**config.mk**
```make
export PLATFORM = sky130hd
export DESIGN_NAME = conv_layer_sequencer
export DESIGN_NICKNAME = d
export VERILOG_FILES = /design/src/rtl/conv_layer_sequencer.sv
export SDC_FILE = /design/constraint.sdc
export NUM_CORES = 1
export LEC_CHECK = 0
export ABC_AREA = 1
export BUFFER_PORTS_ARGS = -buffer_cell sky130_fd_sc_hd__buf_2
export CAP_MARGIN = 20
export CORE_ASPECT_RATIO = 1.5
export CORE_MARGIN = 5
export CORE_UTILIZATION = 50
export DETAILED_ROUTE_END_ITERATION = 16
export GPL_TIMING_DRIVEN = 0
export PLACE_DENSITY = 0.91
export SYNTH_ARGS = -nofsm -noshare
export SYNTH_HDL_FRONTEND = slang
export SYNTH_SLANG_ARGS = --single-unit
```
**constraint.sdc**
```tcl
create_clock -name clk -period 3.6 [get_ports clk]
set_clock_uncertainty 0.2 [all_clocks]
set_input_delay 0.72 -clock clk [delete_from_list [all_inputs] [get_ports clk]]
set_output_delay 0.72 -clock clk [all_outputs]
set_load 0.01 [all_outputs]
```
**src/rtl/conv_layer_sequencer.sv**
```systemverilog
// Conv layer sequencer: walks every OHxOW window position through one shared
// conv unit (issue, wait for result, write) and pulses done after the last write.
module conv_layer_sequencer #(
  parameter int DATA_WIDTH = 32,
  parameter int H          = 32,
  parameter int W          = 32,
  parameter int F          = 5,
  localparam int OH = H - F + 1,
  localparam int OW = W - F + 1,
  localparam int RW = (OH > 1) ? $clog2(OH) : 1,
  localparam int CW = (OW > 1) ? $clog2(OW) : 1,
  localparam int AW = (OH * OW > 1) ? $clog2(OH * OW) : 1
) (
  input  logic                  clk,
  input  logic                  reset,
  input  logic                  start,
  input  logic                  abort,
  output logic                  busy,
  output logic                  done,
  output logic                  cu_start,
  output logic [RW-1:0]         cu_row,
  output logic [CW-1:0]         cu_col,
  input  logic                  cu_done,
  input  logic [DATA_WIDTH-1:0] cu_result,
  output logic                  out_we,
  output logic [AW-1:0]         out_addr,
  output logic [DATA_WIDTH-1:0] out_data
);

  // state  | meaning
  // IDLE   | waiting for start
  // ISSUE  | one-cycle cu_start for (row, col)
  // WAIT   | holding (row, col) until cu_done
  // WRITE  | writing latched result to row*OW+col
  // FINISH | one-cycle done pulse
  typedef enum logic [2:0] {IDLE, ISSUE, WAIT, WRITE, FINISH} state_t;

  localparam logic [RW-1:0] ROW_LAST = RW'(OH - 1);
  localparam logic [CW-1:0] COL_LAST = CW'(OW - 1);

  state_t                  state_q, state_d;
  logic [RW-1:0]           row_q, row_d;
  logic [CW-1:0]           col_q, col_d;
  logic [DATA_WIDTH-1:0]   result_q, result_d;
  logic [AW-1:0]           addr_full;

  always_ff @(posedge clk or posedge reset) begin
    if (reset) begin
      state_q  <= IDLE;
      row_q    <= '0;
      col_q    <= '0;
      result_q <= '0;
    end else begin
      state_q  <= state_d;
      row_q    <= row_d;
      col_q    <= col_d;
      result_q <= result_d;
    end
  end

  always_comb begin
    state_d  = state_q;
    row_d    = row_q;
    col_d    = col_q;
    result_d = result_q;
    case (state_q)
      IDLE: begin
        if (start && !abort) begin
          state_d = ISSUE;
          row_d   = '0;
          col_d   = '0;
        end
      end
      ISSUE: state_d = WAIT;
      WAIT: begin
        if (cu_done) begin
          result_d = cu_result;
          state_d  = WRITE;
        end
      end
      WRITE: begin
        if (col_q < COL_LAST) begin
          col_d   = col_q + CW'(1);
          state_d = ISSUE;
        end else if (row_q < ROW_LAST) begin
          col_d   = '0;
          row_d   = row_q + RW'(1);
          state_d = ISSUE;
        end else begin
          state_d = FINISH;
        end
      end
      FINISH: state_d = IDLE;
      default: state_d = IDLE;
    endcase
    // abort wins over cu_done and start; the result register is left alone
    if (abort && state_q != IDLE) begin
      state_d  = IDLE;
      row_d    = '0;
      col_d    = '0;
      result_d = result_q;
    end
  end

  assign addr_full = AW'(row_q) * AW'(OW) + AW'(col_q);

  assign busy     = (state_q != IDLE);
  assign done     = (state_q == FINISH);
  assign cu_start = (state_q == ISSUE);
  assign cu_row   = row_q;
  assign cu_col   = col_q;
  assign out_we   = (state_q == WRITE);
  assign out_addr = out_we ? addr_full : '0;
  assign out_data = out_we ? result_q : '0;

endmodule

```
### After elaboration in Yosys (flattened, before gate mapping)

Index checks and enable logic that the tools add are counted.

* $mul: 1
* shift-type cells: 0
* $add $sub $neg: 3
* equal/unequal tests: 9
* order comparisons: 2
* bitwise operators: 1
* divide/modulo/power cells: 0
* reduce and logical (&&, ||, !) cells: 10
* muxes and demuxes: 17

Operators with widths (count)
* 5-bit 2-to-1 mux: 7
* 32-bit 2-to-1 mux: 1
* 5-bit case mux with 2 select lines: 2
* 3-bit 2-to-1 mux: 5
* 3-bit case mux with 4 select lines: 1
* 10-bit by 5-bit adder with 10-bit output: 1
* 5-bit by 1-bit adder with 5-bit output (second input constant): 2
* 5-bit < comparator (second input constant): 2
* 10-bit 2-to-1 mux: 1
* 5-bit by 3-bit multiplier with 8-bit output (second input constant): 1
* 3-bit by 2-bit equality test with 1-bit output (second input constant): 2
* 3-bit != test (second input constant): 2
* 3-bit AND reduction: 2
* 3-bit nonzero test: 2
* 4-bit by 1-bit != test with 1-bit output (second input constant): 1
* 4-bit AND reduction: 1
* 3-bit by 1-bit equality test with 1-bit output (second input constant): 1
* 3-bit equality test (second input constant): 1
* 3-bit zero test: 1
* 3-bit by 1-bit != test with 1-bit output (second input constant): 1
* 3-bit by 2-bit != test with 1-bit output (second input constant): 1
* 1-bit logical AND: 2
* 2-bit AND reduction: 1
* 1-bit zero test: 1
* 1-bit NOT: 1

* latch bits: 0
* bits in registers: 45
* ROM bits: 0
* memories: 0
* bits of input ports: 37
* bits in writable memories: 0

### Longest topological paths before layout

Gate-level depths: netlist of the first run.

* depth in word-level cells: 5
* mapped depth: 12
* gate-level depth less buffers: 12

### Worst setup path before layout of the first run

OpenSTA, ideal clock, no wires.

* path kind: reg2out
* start: reg row_q[2] (netlist: cu_row[2])
* end: out out_addr[8]
* arrival time: 2.436 ns
* path buffers: 0
* required time: 2.680 ns
* path slack: 0.244 ns
* stages on the path, launching flop included: 11
* path through: dfrtp_1 > fa_1 > ha_1 > fa_1 > xor2_1 > nand2_1 > nor2_1 > nand3_1 > nand2_1 > nand2_1 > nor2_1

* word-level cells in the longest chain between the ends: 3

RTL lines
* start: declaration: RTL line 42 `logic [RW-1:0] row_q, row_d;`
* start signal: assignment: RTL line 55 `row_q <= row_d;`
* 5-bit by 3-bit multiplier with 8-bit output: RTL line 105 `assign addr_full = AW'(row_q) * AW'(OW) + AW'(col_q);`
* 10-bit by 5-bit adder with 10-bit output: RTL line 105
* 10-bit 2-to-1 mux: RTL line 113 `assign out_addr = out_we ? addr_full : '0;`
* end: declaration: RTL line 26 `output logic [AW-1:0] out_addr,`

No other way between the ends.

### Worst setup path after layout of the first run

* start: reg row_q[1] (netlist: cu_row[1])
* end: out out_addr[8]

The elaborated chain is that of the path after synthesis.

==> results.cfg, run 1 <==
[finish]
insertedDiodeCount = 0
syn_to_final_growth_pct = 28.4
nets = 515
nFillCells = 455
drive_gt1_frac = 0.305
multi_input_area_sq_um = 1360
final_cells = 529
seqCellArea_sq_um = 1130

[place]
portBuffers = 92
gp_congestion = 0.865
dp_hpwl_microns = 5440
dp_slack_ns = -0.0404
place_inst = 516

[yosys]
postSynthCellCount = 353
synth.top_cell.area_share = 0.414
synth_top_area_cell = dfrtp_1
yosysSeqAreaShare = 0.414
synth_area_leaders = dfrtp_1 41%, nor2_1 11%, inv_1 8.0%
syn_avg_cell_area_sq_um = 7.70
synth_seq_cells = 45
ys_warn_count = 0
synthesis.nets = 410
synth.distinct_cells = 22
synth_area_sq_um = 2720

[clock_network]
htreeDepth = 2
clock_latency_ns = 0.29
cts.sinks = 45
cts_tree = yes
clk_pin_slew_ns = 0.08
hold_buffers = 0
cts_buffers = 5
root_buffer = clkbuf_8
clockBufferDepth = 2

[setup_path]
crit_required_ns = 2.68
cp-end-kind = output pin
start_kind = flip-flop
r2r_start = cu_row[1]$_DFFE_PP0P_
path_max_fanout = 5
reg2reg_to = cu_row[4]$_DFFE_PP0P_
reg2regPathDepth = 10
crit_type = reg -> out
ff2ff_setup_slack_ns = 1.77
arrival_ns = 2.71

[power]
leakage_nw = 2.04
total_power_mw = 1.82
worst_ir_drop_vdd_uv = 251
powerDensity_nw_per_um2 = 521

[die]
core-area_sq_um = 5370
fp.dieArea_sq_um = 7040
io_pins = 93
die_w_microns = 70.2
initial_core_util = 0.506
rows = 33
dieHeight_microns = 100

[routing]
routedWlPerCell_microns = 13.2
vias = 2642
final_antenna_net_count = 0
routed_via_density = 4.99
drtIter0Drc = 108
dr.pass1.iters = 4
drt_wl_total_microns = 7000
post-route-drc-count = 0

[run_status]
status = finished, violations left
violations = setup timing

[global_route]
overflow = 0
grt_pass1_wl_microns = 11700
grt_pass1_vias = 2663
track_usage = 0.202
grt_start_max_net_pins = 40
antenna_found_initial = 0

[job]
drv_cap = 0

[timing]
fmax_ghz = 0.275
setup_viol = 1
timing.final.crit_period_ns = 3.63
slew-limit-headroom = 0.774
worst_pin_slew_ns = 0.334
hold_viol = 0
finalCritPeriodShare = 1.01
rsz0062_at_grt = true
setup_ws_ns = -0.0320
report.final.slew_viol_count = 0

[worst_hold_path]
hold_path.class = in -> async
[placed cells by master, fill, tap and decap left out, types with 2 or more instances in the layout]
master / netlist / routed
xor2_1: 5 / 4
a21oi_1: 40 / 40
inv_2: 2 / 3
nor2_2: 1 / 3
nand2_1: 41 / 40
nand2_2: 1 / 2
buf_2: 11 / 103
nor2_4: 4 / 4
inv_1: 58 / 57
nor2_1: 82 / 80
clkbuf_8: 0 / 6
nand3_1: 19 / 19
ha_1: 14 / 11
ha_4: 0 / 2
dfrtp_2: 0 / 3
nand4_1: 5 / 5
dfrtp_1: 45 / 42
fa_1: 6 / 5
o21ai_0: 12 / 12
nor3_1: 2 / 2
buf_4: 0 / 5
[power by group]
group          leakage (nW)  switching (mW)  internal [mW]
Sequential            0.517          0.0640          0.683
Clock                0.0585           0.163          0.226
Combinational          1.46           0.436          0.246
Total                  2.04           0.663           1.16
[cells by family (layout without fill, tap and decap cells)]
logic type | after synthesis | in the layout | share of synthesized area
simple gates | 158 | 158 | 0.256
buf+inv | 71 | 177 | 0.103
compound gates | 54 | 54 | 0.102
flops | 45 | 45 | 0.414
fa+ha+maj | 20 | 20 | 0.109
xor+xnor | 5 | 5 | 0.0161
[stage by stage]
| stage | TNS (ns) | hold WS [ns] | instance area [sq um] | utilization |
|---|---|---|---|---|
| after floorplan | 0 | 0.281 | 2720 | - |
| after global placement | 0 | 0.292 | 3270 | 0.608 |
| after detailed placement | -0.0804 | 0.306 | 3290 | 0.612 |
| after CTS | -0.0384 | 0.120 | 3470 | 0.647 |
| after global routing | -0.405 | 0.125 | 3490 | 0.650 |
| final | -0.0320 | 0.122 | 3490 | 0.650 |
[flip-flops by register name, summed over array words and instances (netlist names)]
register,cells
cu_col,5
state_q,3
result_q,32
cu_row,5
[cell usage after synthesis]
cell type,instances
a21oi_1,40
a21oi_2,1
buf_2,11
dfrtp_1,45
fa_1,6
ha_1,14
inv_1,58
inv_2,2
nand2_1,41
nand2_2,1
nand2_4,1
nand3_1,19
nand3_2,1
nand3_4,1
nand4_1,5
nor2_1,82
nor2_2,1
nor2_4,4
nor3_1,2
o21ai_0,12
o311ai_0,1
xor2_1,5
[worst max-delay path by stage]
stage | start | end | slack, ns | cells after the start
2_1_floorplan | cu_row[2]$_DFFE_PP0P_ | out_addr[8] | 0.24 | 10
3_3_place_gp | cu_row[2]$_DFFE_PP0P_ | out_addr[9] | 0.06 | 10
3_5_place_dp | cu_row[2]$_DFFE_PP0P_ | out_addr[8] | -0.04 | 11
4_1_cts | cu_row[1]$_DFFE_PP0P_ | out_addr[9] | -0.02 | 11
5_1_grt | cu_row[1]$_DFFE_PP0P_ | out_addr[8] | -0.21 | 10
6_report | cu_row[1]$_DFFE_PP0P_ | out_addr[8] | -0.03 | 10
[layer usage]
| metal | routed length [microns] | part of all wire | global-route usage |
|---|---|---|---|
| met1 | 2650 | 0.38 | 0.215 |
| met2 | 3610 | 0.52 | 0.370 |
| met3 | 499 | 0.071 | 0.0501 |
| met4 | 228 | 0.033 | 0.0959 |
| met5 | 0 | 0 | 0 |
[worst max-delay path, stage by stage, from the launching register on]
cell and delay (ns):
dfrtp_2 0.48, fa_1 0.54, ha_4 0.21, fa_2 0.57
nand2_1 0.08, nor2_2 0.12, nand3_1 0.10, nand2_1 0.07
nand2_1 0.04, nor2_1 0.08, buf_2 0.13
[cell type report]
class / instances / area share
clock inverters: 1 / 0.00861
repair buffers: 98 / 0.148
inverters: 60 / 0.0646
flip-flops and latches: 45 / 0.324
well taps: 70 / 0.0251
plain buffers: 11 / 0.0158
clock buffers: 7 / 0.0247
multi-input cells: 237 / 0.389
[timing repair]
item | 4_1_cts | 5_1_grt
resized for setup | 9 | 3
setup endpoints to repair | 5 | 4
hold endpoints to repair | 0 | 0
pin swaps | 2 | 1
cloned | 0 | 0
setup buffers | 5 | 0
No activity file was read; power rests on OpenSTA's default activity.
==> run 2, diff against run 1 <==
--- a/config.mk
+++ b/config.mk
@@ -14,6 +14,7 @@
 export DETAILED_ROUTE_END_ITERATION = 16
 export GPL_TIMING_DRIVEN = 0
 export PLACE_DENSITY = 0.91
+export SETUP_SLACK_MARGIN = 0.1
 export SYNTH_ARGS = -nofsm -noshare
 export SYNTH_HDL_FRONTEND = slang
 export SYNTH_SLANG_ARGS = --single-unit
==> run 2 against run 1 <==
The flow still finishes with violations (setup timing). Design area rose by 0.57%. Non-clock buffer count is 1 higher. Sequential share of layout area is 0.18 points lower. Clock-buffer cell count stayed put. Routed wire length increased by 0.99%. Clock power hardly changed. Register-to-register slack is essentially flat. Critical path depth up 1. Sequential power is essentially flat. Combinational power hardly changed. Sequential cell count did not move. First-iteration DRC count rose by 4.6%. Largest cell class unchanged. Highest routed layer unchanged.
==> results.cfg, run 2 (synthesis results as in run 1) <==
[finish]
final_cells = 530
final_cell_mix = 103 x buf_2, 79 x nor2_1, 57 x inv_1
nets = 516
fin_area_sq_um = 3510
insertedDiodeCount = 0
drive_gt1_frac = 0.309
syn_to_final_growth_pct = 29.1
largest_register = result_q
final_common_cell = buf_2
largest_reg_flops = 32
nFillCells = 452

[global_route]
antenna_found_initial = 0
grt_start_max_net_pins = 40
grt_pass1_wl_microns = 11700
grt_pass1_vias = 2664
track_usage = 0.202
overflow = 0

[clock_network]
clk_pin_slew_ns = 0.08
clockBufferDepth = 2
htreeDepth = 2
hold_buffers = 0
cts_tree = yes
clock_latency_ns = 0.29
root_buffer = clkbuf_8
cts_buffers = 5
cts.sinks = 45

[routing]
final_antenna_net_count = 0
drt_wl_total_microns = 7070
routed_via_density = 5.00
vias = 2651
routedWlPerCell_microns = 13.3
drtIter0Drc = 113
dr.pass1.iters = 4
post-route-drc-count = 0

[timing]
timing.final.crit_period_ns = 3.62
setup_viol = 1
report.final.slew_viol_count = 0
finalCritPeriodShare = 1.01
fmax_ghz = 0.276
hold_viol = 0
worst_pin_slew_ns = 0.334
slew-limit-headroom = 0.774
rsz0062_at_grt = true
worst_hold_slack_ns = 0.122
setup_ws_ns = -0.0243

[place]
place_inst = 516
dp_hpwl_microns = 5440
portBuffers = 92
placed_area_sq_um = 3290
gp_congestion = 0.865

[die]
core-area_sq_um = 5370
initial_core_util = 0.506
die_w_microns = 70.2
dieHeight_microns = 100
rows = 33
fp.dieArea_sq_um = 7040
io_pins = 93

[setup_path]
critical_path_cell_count = 11
slowest_delay_ns = 0.54
cpMostUsedCell = nand2_1
cp_slowest_cell = fa_1
reg2reg_to = cu_row[4]$_DFFE_PP0P_
crit_type = reg -> out
critPathBufInv = 1
ff2ff_setup_slack_ns = 1.76
crit_family = adder cells
r2r_start = cu_row[1]$_DFFE_PP0P_
reg2regPathDepth = 10
cp-end-kind = output pin
crit_path_cell_trace = fa_1 > ha_4 > fa_2 > xor2_2 > nand2_1 > nor2_2 > nand3_1 > nand2_1 > nand2_1 > nor2_1 > buf_2
arrival_ns = 2.70
path_max_fanout = 5
start_kind = flip-flop
crit_required_ns = 2.68
crit_path_end = out_addr[8]
startpoint = cu_row[1]$_DFFE_PP0P_

[power]
combPwrFrac = 0.375
p_int_mw = 1.16
switchingPower_mw = 0.663
clkPwrFrac = 0.214
powerDensity_nw_per_um2 = 518
swShare = 0.365
worst_ir_drop_vdd_uv = 251
leakage_nw = 2.05
seqPwrFrac = 0.411

[run_status]
status = finished, violations left
violations = setup timing

[worst_hold_path]
hold_path.class = in -> async

[job]
drv_cap = 0
## run 2: timing repair
item | in CTS | in global routing
setup endpoints to repair | 6 | 5
resized for setup | 9 | 5
endpoints found under the hold margin | 0 | 0
pin swaps | 2 | 1
buffers inserted | 5 | 1
## run 2: how the worst min path moves through the flow
stage / from / to / slack (ns) / depth (start not counted)
CTS: reset / result_q[21]$_DFFE_PP0P_ / 0.12 / 2
detailed placement: result_q[4]$_DFFE_PP0P_ / result_q[4]$_DFFE_PP0P_ / 0.31 / 2
floorplan: result_q[0]$_DFFE_PP0P_ / result_q[0]$_DFFE_PP0P_ / 0.28 / 2
global route: reset / result_q[18]$_DFFE_PP0P_ / 0.13 / 2
global placement: result_q[19]$_DFFE_PP0P_ / result_q[19]$_DFFE_PP0P_ / 0.29 / 2
finish: reset / result_q[18]$_DFFE_PP0P_ / 0.12 / 2
## run 2: cell type report
| class | instances | area (sq um) | area share |
|---|---|---|---|
| clock buffers | 7 | 86.3 | 0.0246 |
| plain buffers | 11 | 55.1 | 0.0157 |
| repair buffers | 99 | 526 | 0.150 |
| inverters | 60 | 225 | 0.0642 |
| well taps | 70 | 87.6 | 0.0250 |
| clock inverters | 1 | 30.0 | 0.00856 |
| multi-input cells | 237 | 1370 | 0.390 |
| flip-flops and latches | 45 | 1130 | 0.322 |
## run 2: worst reg2reg max path, stage by stage, from the launching register on
cell and delay, ns:
dfrtp_2 0.48, buf_4 0.18, ha_1 0.19, nand3_1 0.07
nand2_1 0.06, nand2_1 0.10, nor2_4 0.05, nor2_4 0.14
nand2_4 0.10, nand2_1 0.08, o21ai_0 0.07
## run 2: per-layer routing
| layer | GRT usage | part of all wire | wire length, microns |
|---|---|---|---|
| met5 | 0 | 0 | 0 |
| met2 | 0.370 | 0.52 | 3670 |
| met4 | 0.0959 | 0.032 | 223 |
| met1 | 0.215 | 0.38 | 2660 |
| met3 | 0.0501 | 0.073 | 517 |
## run 2: power by group through the flow
stage          Clock [mW]  Combinational (mW)  Sequential (mW)
3_3_place_gp            0               0.632            0.751
4_1_cts             0.401               0.686            0.746
5_1_grt             0.422               0.770            0.764
2_1_floorplan           0               0.450            0.745
3_5_place_dp            0               0.668            0.761
6_report            0.390               0.682            0.747
## run 2: per-stage QoR
| step | utilization | TNS [ns] | setup slack (ns) | total power [mW] |
|---|---|---|---|---|
| after detailed placement | 0.612 | -0.0804 | -0.0404 | 1.43 |
| after global routing | 0.654 | -0.383 | -0.203 | 1.96 |
| after CTS | 0.647 | -0.0384 | -0.0226 | 1.83 |
| after global placement | 0.608 | 0 | 0.0586 | 1.38 |
| final | 0.654 | -0.0243 | -0.0243 | 1.82 |
| after floorplan | - | 0 | 0.244 | 1.20 |
==> run 3, diff against run 2 <==
--- a/config.mk
+++ b/config.mk
@@ -15,6 +15,7 @@
 export GPL_TIMING_DRIVEN = 0
 export PLACE_DENSITY = 0.91
 export SETUP_SLACK_MARGIN = 0.1
+export SKIP_CTS_REPAIR_TIMING = 1
 export SYNTH_ARGS = -nofsm -noshare
 export SYNTH_HDL_FRONTEND = slang
 export SYNTH_SLANG_ARGS = --single-unit
==> run 3 against run 2 <==
Routed wire length is 2.0% higher. Global-route usage shrank 0.53 points. Final cell count up 0.94%. Largest cell class unchanged. The flow still finishes with violations (setup timing). Register-to-register slack lost 0.04 ns. Combinational power barely moved. Critical endpoint unchanged.
==> results.cfg, run 3 (synthesis results as in run 1) <==
[timing]
fmax_ghz = 0.273
setup_viol = 3
finalSetupTns_ns = -0.143
worst_hold_slack_ns = 0.122
worst_pin_slew_ns = 0.335
report.final.slew_viol_count = 0
finalCritPeriodShare = 1.02
timing.final.crit_period_ns = 3.66
hold_viol = 0
rsz0062_at_grt = true
slew-limit-headroom = 0.774
setup_ws_ns = -0.0594

[global_route]
antenna_found_initial = 0
track_usage = 0.197
grt_pass1_wl_microns = 11400
grt_pass1_vias = 2612
overflow = 0
grt_start_max_net_pins = 40

[clock_network]
clock_latency_ns = 0.29
root_buffer = clkbuf_8
cts_buffers = 5
clockBufferDepth = 2
htreeDepth = 2
cts_tree = yes
clk_pin_slew_ns = 0.08
cts.sinks = 45

[routing]
final_antenna_net_count = 0
dr.pass1.iters = 4
drtIter0Drc = 130
routed_via_density = 5.00
post-route-drc-count = 0
drt_wl_total_microns = 7210
vias = 2676
routedWlPerCell_microns = 13.5

[place]
portBuffers = 92
dp_slack_ns = -0.0404
gp_congestion = 0.865
placed_area_sq_um = 3290
dp_hpwl_microns = 5440

[run_status]
status = finished, violations left
violations = setup timing

[setup_path]
start_kind = flip-flop
crit_path_cell_trace = fa_1 > ha_4 > fa_2 > nand2_1 > nor2_2 > nand3_2 > nand2_1 > nand2_1 > nor2_1 > buf_2
path_max_fanout = 4
cpMostUsedCell = nand2_1
cp_slowest_cell = fa_2
critPathBufInv = 1
crit_type = reg -> out
slowest_delay_ns = 0.62
crit_required_ns = 2.68
cp-end-kind = output pin
arrival_ns = 2.74
crit_family = adder cells

[die]
die_w_microns = 70.2
dieHeight_microns = 100
io_pins = 93
initial_core_util = 0.506
rows = 33
core-area_sq_um = 5370
fp.dieArea_sq_um = 7040

[power]
worst_ir_drop_vdd_uv = 256
powerDensity_nw_per_um2 = 509
leakage_nw = 2.08

[finish]
insertedDiodeCount = 0
final_cell_mix = 104 x buf_2, 80 x nor2_1, 57 x inv_1
largest_reg_flops = 32
fin_area_sq_um = 3580
nets = 521
final_util = 0.667
final_common_cell = buf_2
nFillCells = 438
drive_gt1_frac = 0.316
largest_register = result_q
syn_to_final_growth_pct = 31.7

[worst_hold_path]
hold_path.class = in -> async

[job]
drv_cap = 0
[run 3: cell types whose count changed in the layout (fill, tap and decap cells not counted), sizes merged]
| cell | before | now |
|---|---|---|
| buf | 110 | 115 |
[run 3: worst paths after layout]
kind	slack, ns	startpoint	endpoint	depth (start not counted)
worst min-delay path	0.12	reset	result_q[18]$_DFFE_PP0P_	2
worst max-delay path	-0.06	cu_row[1]$_DFFE_PP0P_	out_addr[8]	10
worst min register to register	0.32	result_q[29]$_DFFE_PP0P_	result_q[29]$_DFFE_PP0P_	2
worst max register to register	1.72	cu_row[3]$_DFFE_PP0P_	cu_row[0]$_DFFE_PP0P_	9
max in group asynchronous	2.62	reset	cu_row[0]$_DFFE_PP0P_	3
min in group clk	0.32	result_q[29]$_DFFE_PP0P_	result_q[29]$_DFFE_PP0P_	2
[run 3: through the flow]
| stage | instances | total power, mW |
|---|---|---|
| final | 535 | 1.82 |
| after global routing | 535 | 1.96 |
| after CTS | 524 | 1.82 |
| after detailed placement | 516 | 1.43 |
| after global placement | 515 | 1.38 |
| after floorplan | 353 | 1.20 |
[run 3: layout make-up]
cell class / instances / area (sq um) / share of cell area
multi-input combinational: 237 / 1380 / 0.384
sequential: 45 / 1130 / 0.316
timing repair buffer: 104 / 589 / 0.165
inverter: 60 / 225 / 0.0629
tap: 70 / 87.6 / 0.0245
clock buffer: 7 / 86.3 / 0.0241
buffer: 11 / 55.1 / 0.0154
clock inverter: 1 / 30.0 / 0.00839
[run 3: power by group]
part	switching (mW)	internal [mW]
clock	0.163	0.226
sequential	0.0653	0.683
combinational	0.438	0.247
total	0.667	1.16
[run 3: worst register-to-register path: stages (launching register included)]
cell and delay [ns]:
dfrtp_1 0.50, ha_1 0.30, nand3_1 0.11, nand2_1 0.08, nand2_1 0.11, nor2_4 0.05
nor2_4 0.14, nand2_4 0.11, nand2_1 0.08, o21ai_0 0.09
[run 3: metal layers]
layer,share of wire,global-route usage
met5,0,0
met4,0.029,0.0796
met3,0.070,0.0471
met2,0.54,0.369
met1,0.36,0.209
